### src/rtl/mem_stage_if.sv
// Data-memory request/ready bus used by the memory-access stage.
// The pipeline side (master) issues requests; the memory side (slave)
// answers with read data and a completion strobe.
interface mem_stage_if #(
  parameter int DATA_W = 16
);

  logic              mem_req;
  logic              mem_wr;
  logic [DATA_W-1:0] mem_addr;
  logic [DATA_W-1:0] mem_wdata;
  logic [DATA_W-1:0] mem_rdata;
  logic              mem_ready;

  modport master (
    output mem_req,
    output mem_wr,
    output mem_addr,
    output mem_wdata,
    input  mem_rdata,
    input  mem_ready
  );

  modport slave (
    input  mem_req,
    input  mem_wr,
    input  mem_addr,
    input  mem_wdata,
    output mem_rdata,
    output mem_ready
  );

endinterface

### src/rtl/mem_stage.sv
// Memory-access stage of the 16-bit five-stage pipeline.
// Sits between the X/M and M/W flops, drives a variable-latency data-memory
// handshake, forwards writeback data into store data, stalls the front of
// the pipeline while an access is outstanding and feeds bubbles into M/W.
// A wait that never completes parks the stage in a sticky error state.
module mem_stage #(
  parameter int DATA_W  = 16,
  parameter int TIMEOUT = 64,
  parameter int CNT_W   = 16
) (
  input  logic              clk,
  input  logic              rst,

  // X/M pipeline fields
  input  logic              RegWrite_in,
  input  logic              MemRead_in,
  input  logic              MemWrite_in,
  input  logic              MemtoReg_in,
  input  logic              SavePC_in,
  input  logic              halt_in,
  input  logic [DATA_W-1:0] ALUresult_in,
  input  logic [DATA_W-1:0] b_in,
  input  logic [DATA_W-1:0] oldPC_in,
  input  logic [DATA_W-1:0] newPC_in,
  input  logic [3:0]        reg_dest_in,
  input  logic [3:0]        Source2_in,

  // Writeback stage, for MEM-to-MEM forwarding
  input  logic              wb_RegWrite,
  input  logic [3:0]        wb_reg_dest,
  input  logic [DATA_W-1:0] wb_data,

  // Data-memory handshake
  mem_stage_if.master       mem,

  // Pipeline control
  output logic              stall,

  // M/W pipeline fields
  output logic              RegWrite_out,
  output logic              MemtoReg_out,
  output logic              SavePC_out,
  output logic              halt_out,
  output logic [DATA_W-1:0] ALUresult_out,
  output logic [DATA_W-1:0] mem_data_out,
  output logic [DATA_W-1:0] oldPC_out,
  output logic [DATA_W-1:0] newPC_out,
  output logic [3:0]        reg_dest_out,

  // Status
  output logic              mem_err,
  output logic [CNT_W-1:0]  stall_cycles
);

  typedef enum logic [1:0] {
    IDLE = 2'd0,
    WAIT = 2'd1,
    ERR  = 2'd2
  } state_t;

  // Wait counter only needs to reach TIMEOUT-1 before the stage gives up.
  localparam int WCNT_W = (TIMEOUT > 1) ? $clog2(TIMEOUT) : 1;
  localparam logic [WCNT_W-1:0] WCNT_LAST = WCNT_W'(TIMEOUT - 1);

  state_t            state;
  state_t            state_next;

  logic [DATA_W-1:0] cap_addr;
  logic [DATA_W-1:0] cap_wdata;
  logic              cap_wr;
  logic [WCNT_W-1:0] wait_cnt;
  logic              err_q;
  logic [CNT_W-1:0]  stall_cnt;

  logic              access;
  logic              fwd;
  logic [DATA_W-1:0] store_data;

  logic              req_c;
  logic              wr_c;
  logic [DATA_W-1:0] addr_c;
  logic [DATA_W-1:0] wdata_c;
  logic              stall_c;
  logic              done_rd_c;
  logic              capture_c;
  logic              enter_err_c;

  // A write wins when both read and write are flagged, so mem_wr simply
  // follows MemWrite_in; the store picks up a result still in writeback
  // unless it targets r0, which never holds a forwarded value.
  assign access     = MemRead_in | MemWrite_in;
  assign fwd        = MemWrite_in & wb_RegWrite &
                      (wb_reg_dest == Source2_in) & (wb_reg_dest != 4'd0);
  assign store_data = fwd ? wb_data : b_in;

  // Next-state and handshake decisions for the access FSM.
  always_comb begin
    state_next  = state;
    req_c       = 1'b0;
    wr_c        = 1'b0;
    addr_c      = '0;
    wdata_c     = '0;
    stall_c     = 1'b0;
    done_rd_c   = 1'b0;
    capture_c   = 1'b0;
    enter_err_c = 1'b0;
    case (state)
      IDLE: begin
        if (access) begin
          req_c   = 1'b1;
          wr_c    = MemWrite_in;
          addr_c  = ALUresult_in;
          wdata_c = store_data;
          if (mem.mem_ready) begin
            done_rd_c = ~MemWrite_in;
          end else begin
            stall_c    = 1'b1;
            capture_c  = 1'b1;
            state_next = WAIT;
          end
        end
      end
      WAIT: begin
        req_c   = 1'b1;
        wr_c    = cap_wr;
        addr_c  = cap_addr;
        wdata_c = cap_wdata;
        if (mem.mem_ready) begin
          done_rd_c  = ~cap_wr;
          state_next = IDLE;
        end else begin
          stall_c = 1'b1;
          if (wait_cnt == WCNT_LAST) begin
            enter_err_c = 1'b1;
            state_next  = ERR;
          end
        end
      end
      ERR: begin
        stall_c = 1'b1;
      end
      default: begin
        state_next = IDLE;
      end
    endcase
  end

  // Drive the bus and the M/W fields; everything combinational reads 0 in reset,
  // and a stalled cycle becomes a bubble by clearing the side-effecting controls.
  always_comb begin
    mem.mem_req   = 1'b0;
    mem.mem_wr    = 1'b0;
    mem.mem_addr  = '0;
    mem.mem_wdata = '0;
    stall         = 1'b0;
    RegWrite_out  = 1'b0;
    MemtoReg_out  = 1'b0;
    SavePC_out    = 1'b0;
    halt_out      = 1'b0;
    ALUresult_out = '0;
    mem_data_out  = '0;
    oldPC_out     = '0;
    newPC_out     = '0;
    reg_dest_out  = '0;
    if (rst) begin
      mem.mem_req   = req_c;
      mem.mem_wr    = wr_c;
      mem.mem_addr  = addr_c;
      mem.mem_wdata = wdata_c;
      stall         = stall_c;
      RegWrite_out  = RegWrite_in & ~stall_c;
      MemtoReg_out  = MemtoReg_in & ~stall_c;
      SavePC_out    = SavePC_in & ~stall_c;
      halt_out      = halt_in & ~stall_c;
      ALUresult_out = ALUresult_in;
      mem_data_out  = done_rd_c ? mem.mem_rdata : '0;
      oldPC_out     = oldPC_in;
      newPC_out     = newPC_in;
      reg_dest_out  = reg_dest_in;
    end
  end

  // FSM state register.
  always_ff @(posedge clk or negedge rst) begin
    if (!rst) begin
      state <= IDLE;
    end else begin
      state <= state_next;
    end
  end

  // Latch the request on entry to WAIT so the bus stays stable even though
  // the writeback forwarding source keeps moving underneath it.
  always_ff @(posedge clk or negedge rst) begin
    if (!rst) begin
      cap_addr  <= '0;
      cap_wdata <= '0;
      cap_wr    <= 1'b0;
    end else if (capture_c) begin
      cap_addr  <= ALUresult_in;
      cap_wdata <= store_data;
      cap_wr    <= MemWrite_in;
    end
  end

  // Count cycles spent in WAIT; restarted for every new outstanding access.
  always_ff @(posedge clk or negedge rst) begin
    if (!rst) begin
      wait_cnt <= '0;
    end else if (capture_c) begin
      wait_cnt <= '0;
    end else if (state == WAIT) begin
      wait_cnt <= wait_cnt + 1'b1;
    end
  end

  // Sticky timeout flag, cleared only by reset.
  always_ff @(posedge clk or negedge rst) begin
    if (!rst) begin
      err_q <= 1'b0;
    end else if (enter_err_c) begin
      err_q <= 1'b1;
    end
  end

  // Saturating count of stalled cycles for performance monitoring.
  always_ff @(posedge clk or negedge rst) begin
    if (!rst) begin
      stall_cnt <= '0;
    end else if (stall_c && (stall_cnt != '1)) begin
      stall_cnt <= stall_cnt + 1'b1;
    end
  end

  assign mem_err      = err_q;
  assign stall_cycles = stall_cnt;

endmodule

### src/flat_wrapper.sv
// flat-port wrapper written by rule: the top's interface ports become plain ports
module mem_stage_flat 
#(
  parameter int DATA_W  = 16,
  parameter int TIMEOUT = 64,
  parameter int CNT_W   = 16
)
  (clk, rst, RegWrite_in, MemRead_in, MemWrite_in, MemtoReg_in, SavePC_in, halt_in, ALUresult_in, b_in, oldPC_in, newPC_in, reg_dest_in, Source2_in, wb_RegWrite, wb_reg_dest, wb_data, stall, RegWrite_out, MemtoReg_out, SavePC_out, halt_out, ALUresult_out, mem_data_out, oldPC_out, newPC_out, reg_dest_out, mem_err, stall_cycles, mem_mem_req, mem_mem_wr, mem_mem_addr, mem_mem_wdata, mem_mem_rdata, mem_mem_ready);
  mem_stage_if #(.DATA_W(DATA_W)) mem_i ();
  input  logic clk;
  input  logic rst;
  input  logic RegWrite_in;
  input  logic MemRead_in;
  input  logic MemWrite_in;
  input  logic MemtoReg_in;
  input  logic SavePC_in;
  input  logic halt_in;
  input  logic [DATA_W-1:0] ALUresult_in;
  input  logic [DATA_W-1:0] b_in;
  input  logic [DATA_W-1:0] oldPC_in;
  input  logic [DATA_W-1:0] newPC_in;
  input  logic [3:0] reg_dest_in;
  input  logic [3:0] Source2_in;
  input  logic wb_RegWrite;
  input  logic [3:0] wb_reg_dest;
  input  logic [DATA_W-1:0] wb_data;
  output logic stall;
  output logic RegWrite_out;
  output logic MemtoReg_out;
  output logic SavePC_out;
  output logic halt_out;
  output logic [DATA_W-1:0] ALUresult_out;
  output logic [DATA_W-1:0] mem_data_out;
  output logic [DATA_W-1:0] oldPC_out;
  output logic [DATA_W-1:0] newPC_out;
  output logic [3:0] reg_dest_out;
  output logic mem_err;
  output logic [CNT_W-1:0] stall_cycles;
  output wire logic [$bits(mem_i.mem_req)-1:0] mem_mem_req;
  output wire logic [$bits(mem_i.mem_wr)-1:0] mem_mem_wr;
  output wire logic [$bits(mem_i.mem_addr)-1:0] mem_mem_addr;
  output wire logic [$bits(mem_i.mem_wdata)-1:0] mem_mem_wdata;
  input wire logic [$bits(mem_i.mem_rdata)-1:0] mem_mem_rdata;
  input wire logic [$bits(mem_i.mem_ready)-1:0] mem_mem_ready;
  assign mem_mem_req = mem_i.mem_req;
  assign mem_mem_wr = mem_i.mem_wr;
  assign mem_mem_addr = mem_i.mem_addr;
  assign mem_mem_wdata = mem_i.mem_wdata;
  assign mem_i.mem_rdata = mem_mem_rdata;
  assign mem_i.mem_ready = mem_mem_ready;
  mem_stage #(.DATA_W(DATA_W), .TIMEOUT(TIMEOUT), .CNT_W(CNT_W)) u_core (.clk(clk), .rst(rst), .RegWrite_in(RegWrite_in), .MemRead_in(MemRead_in), .MemWrite_in(MemWrite_in), .MemtoReg_in(MemtoReg_in), .SavePC_in(SavePC_in), .halt_in(halt_in), .ALUresult_in(ALUresult_in), .b_in(b_in), .oldPC_in(oldPC_in), .newPC_in(newPC_in), .reg_dest_in(reg_dest_in), .Source2_in(Source2_in), .wb_RegWrite(wb_RegWrite), .wb_reg_dest(wb_reg_dest), .wb_data(wb_data), .mem(mem_i), .stall(stall), .RegWrite_out(RegWrite_out), .MemtoReg_out(MemtoReg_out), .SavePC_out(SavePC_out), .halt_out(halt_out), .ALUresult_out(ALUresult_out), .mem_data_out(mem_data_out), .oldPC_out(oldPC_out), .newPC_out(newPC_out), .reg_dest_out(reg_dest_out), .mem_err(mem_err), .stall_cycles(stall_cycles));
endmodule
### config.mk
export PLATFORM = sky130hd
export DESIGN_NAME = mem_stage_flat
export DESIGN_NICKNAME = d
export VERILOG_FILES = /design/src/rtl/mem_stage_if.sv /design/src/rtl/mem_stage.sv /design/src/flat_wrapper.sv
export SDC_FILE = /design/constraint.sdc
export NUM_CORES = 1
export LEC_CHECK = 0
export CORE_UTILIZATION = 42
export DETAILED_ROUTE_END_ITERATION = 8
export PLACE_DENSITY = 0.88
export SYNTH_ARGS = -nofsm -noshare
export SYNTH_HDL_FRONTEND = slang
export SYNTH_SLANG_ARGS = --single-unit
export TNS_END_PERCENT = 10
### constraint.sdc
create_clock -name clk -period 3.55 [get_ports clk]
set_input_delay 0.71 -clock clk [delete_from_list [all_inputs] [get_ports clk]]
set_output_delay 0.71 -clock clk [all_outputs]
set_load 0.1 [all_outputs]
# After elaboration in Yosys (flattened, before gate mapping)
# Cells that the tools add are included.
# word_totals
register_bits	58
in_bits	118
out_inout_bits	124
word_cells	76
# op_classes
add_sub_neg	2
eq_ne	8
n_mux	42
bitwise	12
reduce_logical	5
# op_table
op	n
$mux W16	10
$pmux W16 S2	2
$mux W1	18
$add A16 B1 Y16 const B	1
$ne A16 B16 Y1 const B	1
$mux W6	2
$mux W2	4
$and A1 B1 Y1	7
$add A6 B1 Y6 const B	1
$eq A6 B6 Y1 const B	1
$pmux W1 S2	3
$pmux W2 S3	1
$eq A4 B4 Y1	1
$mux W4	1
$not A1 Y1	4
$reduce_and A4 Y1	1
$reduce_bool A4 Y1	1
$ne A3 B2 Y1 const B	1
$pmux W1 S3	1
$eq A2 B1 Y1 const B	1
$eq A2 B2 Y1 const B	1
$logic_not A2 Y1	1
$ne A2 B1 Y1 const B	1
$ne A2 B2 Y1 const B	1
3 further kinds	3

# Depth between registers and ports, before layout
# Gate-level depths: netlist of run 1.
# logic_depth
ltp_word	7
ltp_mapped	7
mapped_depth_nobuf	5

# Worst setup path after synthesis of run 1
# No wires, ideal clock.
# synth_path
kind	input-to-output
startpoint	in MemWrite_in
endpoint	out mem_mem_addr[10]
t_arrival_ps	2990
required_ps	2840
path_slack_ps	-150
stages	7
n_path_buf	3
cell_sequence	clkbuf_1 -> nor2_1 -> buf_2 -> nor2_2 -> buf_2 -> a22oi_1 -> nor2_1
# synth_between
elab_chain_cells	4
# synth_rtl
element	line	text
start, declared	flat_wrapper.sv:14	input logic MemWrite_in;
$or A1 B1 Y1	mem_stage.sv:91	assign access = MemRead_in | MemWrite_in;
$mux W16	mem_stage.sv:109	if (access) begin
$pmux W16 S2	mem_stage.sv:107	case (state)
$mux W16	mem_stage.sv:165	if (rst) begin
end, declared	flat_wrapper.sv:41	output wire logic [$bits(mem_i.mem_addr)-1:0] mem_mem_addr;
# Every way passes these cells.

# Final worst setup path of run 1
# layout_path
startpoint	in MemWrite_in
endpoint	out halt_out
# layout_between
elab_chain_cells	6
# layout_rtl
element	line	text
$or A1 B1 Y1	mem_stage.sv:91	
$mux W1	mem_stage.sv:109	
$pmux W1 S3	mem_stage.sv:107	
$not A1 Y1	mem_stage.sv:174	halt_out = halt_in & ~stall_c;
$and A1 B1 Y1	mem_stage.sv:174	
$mux W1	mem_stage.sv:165	
end, declared	flat_wrapper.sv:31	output logic halt_out;
# Every way passes these cells.

==> flow_summary.yaml, run 1 <==
route:
  dr_wl_met2_mm: 7.47
  routed_via_density: 5.63
  maxUsedRoutingLayer: "met4"
  dr_total_vias: 4923
  final_antenna_net_count: 0
  dr.pass1.iters: 5
  drt-wirelength-per-cell_um: 17.1
  dr_wl_met3_mm: 1.27
  drt-initial-drc-count: 335
  wl_mm: 14.9
  wl_met1_mm: 6.10
  drc: 0
floorplan:
  fp.dieW_um: 102
  rows: 36
  core_area_um2: 9730
  boundaryPins: 242
  die_y_um: 102
  die_area_um2: 10400
  start_util_pct: 43.0
cts:
  cts_tree: "done"
  cts.sinks: 58
  cts_buffers: 9
  h-tree-depth: 3
  cts-root-buf: "clkbuf_8"
  clock_latency_ns: 0.33
  path_clk_slew_ns: 0.07
  cts_buffer_depth: 2
job:
  maxCapViolCount: 0
yosys:
  synth_area_um2: 4180
  syn_nets: 641
  netlist_instances: 521
  synth.lib_cells_used.distinct: 47
  synth_enable_flop_cells: 0
  async_reset_ff_share_pct: 100
  seq_area_frac_synth_pct: 34.7
  synthFlopType: "dfrtp_1"
  ys_warn_count: 0
  synth.avg_cell_area_um2: 8.02
  synth-seq-cells: 58
global_routing:
  grt_pass1_vias: 4622
  grt_max_degree: 116
  grt_use_total_pct: 28.7
  grt_pass1_wl_mm: 23.4
  grt-ovfl-total: 0
  antenna_found_initial: 0
final_layout:
  diodes: 0
  final_layout_size_suffix_gt1_share_pct: 21.2
  fin_nets: 857
  design_area_um2: 7310
  final_util_pct: 75.1
  syn2layout_area_growth_pct: 74.9
  instances_no_fill: 875
placed_design:
  dp_hpwl_mm: 11.1
  dp.cells: 859
  portBuffers: 241
  dpl_cell_area_um2: 7110
  gp_congestion: 0.937
timing:
  slew_headroom_pct: 34.2
  worst_pin_slew_ns: 0.983
  fin_skew_ns: 0.0132
  setup_tns_ns: 0
  rsz0062_at_grt: "false"
  period_share_pct: 95.3
  setup_violations: 0
  slew_viol_final: 0
  min_period_ns: 3.38
  fmax_mhz: 295
  hold_viol: 0
setup_path:
  cp-end-kind: "primary output"
  path_cells: "clkdlybuf4s50_1 > nor4_1 > or2_2 > and3_1 > buf_12"
  crit_path_top_delay_cell: "clkdlybuf4s50_1"
  path_class: "input pin to primary output"
  cp_max_fo: 9
  cp.required_ns: 2.84
  worstSetupStartpointType: "input pin"
  reg2regPathDepth: 4
  cpPeakStageDelay_ns: 0.56
  arrival_ns: 2.67
outcome:
  outcome: "complete, no violations"
power:
  peakVddDrop_v: 0.000392
  p_leak_nw: 3.07
  powerDensity_nw_per_um2: 465
worst_hold_path:
  min_path_type: "input pin to async pin"
[report_power, final]
| part | switching (mW) | internal, mW | leakage [nW] |
|---|---|---|---|
| combinational | 1.30 | 0.587 | 2.26 |
| sequential | 0.127 | 0.791 | 0.705 |
| clock | 0.272 | 0.322 | 0.0990 |
| total | 1.70 | 1.70 | 3.07 |
[logic make-up (layout without fill, tap and decap cells)]
| logic type | Yosys count | after routing | share of synthesized area (%) |
|---|---|---|---|
| AO/OA/AOI/OAI | 74 | 74 | 13.1 |
| XOR/XNOR | 20 | 20 | 4.19 |
| adder cells (fa/ha/maj) | 2 | 2 | 0.599 |
| AND/OR/NAND/NOR | 310 | 310 | 40.8 |
| flip-flops | 58 | 58 | 34.7 |
| multiplexers | 4 | 4 | 1.14 |
| buffers and inverters | 53 | 274 | 5.45 |
[per-layer routing]
layer / global-route usage, % / up-vias
met5: 0 / -
met1: 40.1 / 2358
met4: 5.57 / 0
met2: 46.7 / 247
li1: - / 2304
met3: 4.97 / 14
[Yosys cell counts, types with 6 or more instances]
cell type / n / area (um2)
and2_1: 70 / 438
dfrtp_1: 58 / 1450
o311ai_0: 16 / 140
nand2_1: 76 / 285
nor4b_1: 16 / 140
a31oi_1: 18 / 113
and3_1: 6 / 37.5
nor2_1: 46 / 173
xnor2_1: 7 / 61.3
nand3_1: 21 / 105
buf_2: 11 / 55.1
o31ai_1: 16 / 120
nor3_1: 7 / 35.0
nand4_1: 43 / 269
clkbuf_1: 37 / 139
a22oi_1: 16 / 120
xor2_1: 13 / 114
[placed cells by master (no fill, tap or decap), types with 2 or more instances in the layout]
cell,synthesis,layout
clkdlybuf4s50_1,0,133
nand2_1,76,76
and2_1,70,70
buf_4,0,64
buf_12,0,58
dfrtp_1,58,58
nor2_1,46,45
nand4_1,43,43
nand3_1,21,21
a31oi_1,18,18
o311ai_0,16,16
nor4b_1,16,16
a22oi_1,16,16
o31ai_1,16,16
xor2_1,13,13
clkbuf_8,0,9
xnor2_1,7,7
nor3_1,7,7
and3_1,6,6
nor4_1,3,3
or3_1,3,3
o21ai_0,3,3
inv_1,3,3
clkinv_2,0,3
or2_2,2,2
nand2b_1,2,2
and4_1,2,2
nor2_2,1,2
mux2_2,2,2
ha_1,2,2
clkinv_4,0,2
[per-stage QoR]
stage | power [mW] | setup WS (ns) | hold slack (ns)
6_report | 3.40 | 0.165 | 0.435
3_5_place_dp | 2.80 | -0.0248 | 0.463
2_1_floorplan | 2.16 | -0.150 | 0.414
3_3_place_gp | 2.76 | 0.114 | 0.458
5_1_grt | 3.54 | 0.0425 | 0.467
4_1_cts | 3.40 | 0.215 | 0.447
[worst paths after layout]
| path | start | end | slack, ns |
|---|---|---|---|
| max reg2reg | u_core.state[1]$_DFFE_PN0P_ | u_core.wait_cnt[0]$_DFFE_PN0P_ | 1.47 |
| min | rst | u_core.cap_addr[4]$_DFFE_PN0N_ | 0.43 |
| min in group clk | u_core.cap_addr[2]$_DFFE_PN0N_ | u_core.cap_addr[2]$_DFFE_PN0N_ | 0.48 |
| max | MemWrite_in | halt_out | 0.17 |
| max in group asynchronous | rst | u_core.wait_cnt[2]$_DFFE_PN0P_ | 2.77 |
| min reg2reg | u_core.cap_addr[2]$_DFFE_PN0N_ | u_core.cap_addr[2]$_DFFE_PN0N_ | 0.48 |
[worst max-delay path, delay by kind of cell]
family,cells,cell delay [ns]
buffers and inverters,2,0.77
and+or+nand+nor,3,1.18
[state kept, by name (all words and copies together), names as in the netlist]
signal,count
u_core.stall_cycles,16
u_core.state,2
u_core.cap_wdata,16
u_core.cap_wr,1
u_core.wait_cnt,6
u_core.cap_addr,16
u_core.mem_err,1
[area by class of cell]
type,instances,area (um2)
Timing Repair Buffer,255,2970
Multi-Input combinational cell,410,2510
Fill cell,670,2420
Sequential cell,58,1450
Tap cell,133,166
Clock buffer,9,124
Clock inverter,7,70.1
Inverter,3,11.3
[timing repair]
item | 4_1_cts | 5_1_grt
setup endpoints to repair | 2 | 0
gates resized for setup | 1 | 0
hold buffers | 0 | 0
setup buffers | 0 | 0
endpoints found under the hold margin | 0 | 0
Note: power is estimated with default switching activity, not from simulation.
==> run 2: changes to the inputs <==
CORE_UTILIZATION = 45   (was 42)
DONT_BUFFER_PORTS = 1   (was default)
PLACE_DENSITY = default   (was 0.88)
==> flow_summary.yaml, run 2 (synthesis results as in run 1) <==
cts:
  cts.sinks: 58
  cts_tree: "done"
  post_cts_buffers: 0
  cts-root-buf: "clkbuf_8"
  cts_hold_buf: 0
  h-tree-depth: 3
  cts_buffer_depth: 2
  cts_resized: 0
  clock_latency_ns: 0.33
  path_clk_slew_ns: 0.07
  cts_buffers: 9
outcome:
  violations: "DRC"
  outcome: "finished with violations"
timing:
  slew_headroom_pct: 33.5
  fmax_mhz: 299
  fin_skew_ns: 0.0113
  setup_ws_ns: 0.202
  period_share_pct: 94.3
  setup_violations: 0
  setup_tns_ns: 0
  slew_viol_final: 0
  holdWs_ns: 0.0635
  worst_pin_slew_ns: 1.00
  hold_viol: 0
  min_period_ns: 3.35
  rsz0062_at_grt: "false"
route:
  dr.pass1.iters: 9
  drt-initial-drc-count: 219
  routed_via_density: 6.18
  drc: 7
  wl_mm: 12.4
  dr_total_vias: 4227
  final_antenna_net_count: 0
  drt-wirelength-per-cell_um: 18.2
placed_design:
  portBuffers: 0
  dp_hpwl_mm: 8.63
  dpl_cell_area_um2: 5030
  post-place-ws_ns: 0.420
  gp_congestion: 0.879
global_routing:
  grt-ovfl-total: 0
  grt_max_degree: 117
  grt_pass1_vias: 3799
  grt_pass1_wl_mm: 19.2
  antenna_found_initial: 0
  grt_use_total_pct: 24.5
power:
  powerDensity_nw_per_um2: 588
  p_leak_nw: 2.24
  peakVddDrop_v: 0.000254
  power_mw: 3.08
setup_path:
  reg2reg_from: "u_core.stall_cycles[13]$_DFFE_PN0P_"
  path_class: "register to primary output"
  reg2reg_to: "u_core.stall_cycles[15]$_DFFE_PN0P_"
  reg2regPathDepth: 5
  cp-end-kind: "primary output"
  worstSetupStartpointType: "register"
  cp_max_fo: 22
  rrSetupSlack_ns: 1.44
  arrival_ns: 2.64
  cp.required_ns: 2.84
floorplan:
  die_y_um: 98.4
  die_area_um2: 9680
  rows: 34
  boundaryPins: 242
  core_area_um2: 8850
  fp.dieW_um: 98.4
  start_util_pct: 47.2
final_layout:
  design_area_um2: 5240
  syn2layout_area_growth_pct: 25.4
  fin_nets: 691
  diodes: 0
  final_common_cell: "nand2_1"
  final_layout_size_suffix_gt1_share_pct: 24.3
  final_cell_mix: "76 x nand2_1, 72 x buf_4, 70 x and2_1"
job:
  maxCapViolCount: 0
worst_hold_path:
  min_path_type: "input pin to async pin"
[run 2: routing by layer]
| layer | global-route usage (%) | part of all wire [%] | vias up | wire length (um) |
|---|---|---|---|---|
| met5 | 0 | 0 | - | 0 |
| met4 | 6.77 | 0.84 | 0 | 104 |
| met3 | 6.30 | 8.8 | 12 | 1100 |
| met2 | 36.6 | 47 | 188 | 5820 |
| met1 | 35.1 | 44 | 2053 | 5410 |
| li1 | - | - | 1974 | - |
[run 2: per-stage QoR]
stage / std cells / util [%]
floorplan: 521 / -
global placement: 668 / 56.8
detailed placement: 668 / 56.8
CTS: 684 / 59.1
global route: 684 / 59.2
finish: 684 / 59.2
[run 2: how the worst max path moves through the flow]
stage	start	end	slack (ns)	cells after the start
4_1_cts	u_core.state[1]$_DFFE_PN0P_	mem_data_out[6]	0.05	5
3_5_place_dp	u_core.state[1]$_DFFE_PN0P_	mem_data_out[15]	0.42	5
5_1_grt	u_core.state[1]$_DFFE_PN0P_	mem_data_out[15]	0.03	5
6_report	u_core.state[1]$_DFFE_PN0P_	mem_data_out[8]	0.20	5
2_1_floorplan	MemWrite_in	mem_mem_addr[11]	-0.15	7
3_3_place_gp	u_core.state[1]$_DFFE_PN0P_	mem_data_out[10]	0.52	5
[run 2: where the power goes]
| part | internal [mW] | leakage (nW) | total (mW) | switching, mW |
|---|---|---|---|---|
| sequential | 0.790 | 0.705 | 0.887 | 0.0969 |
| combinational | 0.318 | 1.43 | 1.55 | 1.23 |
| clock | 0.362 | 0.0986 | 0.642 | 0.280 |
[run 2: cell type report]
cell class,instances,area [um2]
Clock buffer,12,155
Inverter,3,11.3
Timing Repair Buffer,89,881
Sequential cell,58,1450
Tap cell,108,135
Clock inverter,4,50.0
Multi-Input combinational cell,410,2560
Fill cell,792,3610
[run 2: critical path, stage by stage, from the launching register on]
cell and delay, ns:
dfrtp_1 0.46, or2_2 0.53, o32a_1 0.39, nor3b_4 0.47
and2_1 0.26, buf_12 0.19
==> run 3: changes to the inputs <==
CORE_ASPECT_RATIO = 0.6   (was default)
==> flow_summary.yaml, run 3 (synthesis results as in run 1) <==
power:
  powerDensity_nw_per_um2: 629
  p_leak_nw: 2.33
  peakVddDrop_v: 0.000325
setup_path:
  arrival_ns: 2.57
  crit_start: "u_core.state[1]$_DFFE_PN0P_"
  rrSetupSlack_ns: 1.45
  cp-end-kind: "primary output"
  cp_max_fo: 22
  path_class: "register to primary output"
  reg2reg_to: "u_core.stall_cycles[15]$_DFFE_PN0P_"
  worstSetupStartpointType: "register"
  cp.required_ns: 2.84
  cp-endpoint: "mem_mem_addr[12]"
  reg2regPathDepth: 5
  reg2reg_from: "u_core.stall_cycles[12]$_DFFE_PN0P_"
timing:
  fin_skew_ns: 0.00509
  setup_violations: 0
  min_period_ns: 3.28
  period_share_pct: 92.3
  hold_viol: 0
  holdWs_ns: 0.0760
  worst_pin_slew_ns: 0.995
  fmax_mhz: 305
  slew_headroom_pct: 34.1
  rsz0062_at_grt: "false"
  slew_viol_final: 0
worst_hold_path:
  min_path_type: "input pin to async pin"
route:
  maxUsedRoutingLayer: "met4"
  dr_wl_met2_mm: 6.22
  dr_total_vias: 4357
  routed_via_density: 6.30
  dr.pass1.iters: 4
  drt-wirelength-per-cell_um: 19.7
  final_antenna_net_count: 0
  drt-initial-drc-count: 313
  drc: 0
  wl_mm: 13.7
  wl_met1_mm: 5.82
  dr_wl_met3_mm: 1.33
cts:
  cts_resized: 0
  cts_buffer_depth: 2
  h-tree-depth: 3
  cts_hold_buf: 0
  cts-root-buf: "clkbuf_16"
  cts.sinks: 58
  cts_tree: "done"
  path_clk_slew_ns: 0.05
  cts_buffers: 9
  clock_latency_ns: 0.32
  post_cts_buffers: 0
final_layout:
  syn2layout_area_growth_pct: 30.3
  diodes: 0
  final_cell_mix: "76 x nand2_1, 72 x buf_4, 70 x and2_1"
  final_common_cell: "nand2_1"
  fin_nets: 695
  final_util_pct: 62.2
  final_layout_size_suffix_gt1_share_pct: 25.0
placed_design:
  gp_congestion: 0.863
  portBuffers: 0
  dp_hpwl_mm: 9.74
job:
  maxCapViolCount: 0
floorplan:
  die_area_um2: 9690
  boundaryPins: 242
  rows: 26
  fp.dieW_um: 126
  start_util_pct: 47.8
  die_y_um: 76.7
  core_area_um2: 8750
global_routing:
  grt_use_total_pct: 27.5
  antenna_found_initial: 0
  grt_pass1_wl_mm: 21.0
  grt_max_degree: 117
  grt_pass1_vias: 3893
  grt-ovfl-total: 0
outcome:
  outcome: "complete, no violations"
[run 3: cell count changes in the layout (fill, tap and decap cells not counted), sizes merged]
cell / change
buf: +4
clkinvlp: -2
bufinv: +1
clkinv: +1
[run 3: stage by stage]
| stage | area [um2] | instances | setup TNS [ns] | total power, mW | worst slack [ns] |
|---|---|---|---|---|---|
| after CTS | 5450 | 692 | 0 | 3.43 | 0.282 |
| after floorplan | 4180 | 521 | -1.20 | 2.16 | -0.150 |
| after global routing | 5450 | 692 | 0 | 3.55 | 0.111 |
| after global placement | 5120 | 676 | 0 | 2.45 | 0.628 |
| after detailed placement | 5120 | 676 | 0 | 2.47 | 0.593 |
| final | 5450 | 692 | 0 | 3.43 | 0.273 |
[run 3: worst min-delay path by stage]
stage / to / startpoint / depth (start not counted)
floorplan: u_core.cap_addr[0]$_DFFE_PN0N_ / rst / 0
global placement: u_core.cap_addr[5]$_DFFE_PN0N_ / rst / 0
detailed placement: u_core.cap_addr[8]$_DFFE_PN0N_ / rst / 0
CTS: u_core.cap_addr[8]$_DFFE_PN0N_ / rst / 0
global route: u_core.cap_addr[8]$_DFFE_PN0N_ / rst / 0
finish: u_core.cap_addr[8]$_DFFE_PN0N_ / rst / 0
[run 3: per-layer routing]
| metal | GRT usage [%] | up-vias |
|---|---|---|
| li1 | - | 1972 |
| met1 | 35.9 | 2110 |
| met2 | 43.4 | 251 |
| met3 | 8.37 | 24 |
| met4 | 9.04 | 0 |
| met5 | 0 | - |
[run 3: critical path: stages (launching register included)]
cell,delay [ns]
dfrtp_1,0.45
or2_2,0.54
nor2_2,0.62
a22oi_1,0.20
nor2_2,0.12
buf_4,0.29
[run 3: power breakdown]
part / leakage, nW / internal, mW / total (mW) / switching (mW)
combinational: 1.46 / 0.333 / 1.60 / 1.27
sequential: 0.705 / 0.792 / 0.869 / 0.0777
clock: 0.163 / 0.652 / 0.953 / 0.301
total: 2.33 / 1.78 / 3.43 / 1.65
[run 3: layout make-up]
class | instances | area [um2]
timing repair buffer | 93 | 961
sequential | 58 | 1450
inverter | 3 | 11.3
fill | 743 | 3300
tap | 112 | 140
clock inverter | 4 | 73.8
clock buffer | 12 | 256
multi-input combinational | 410 | 2550
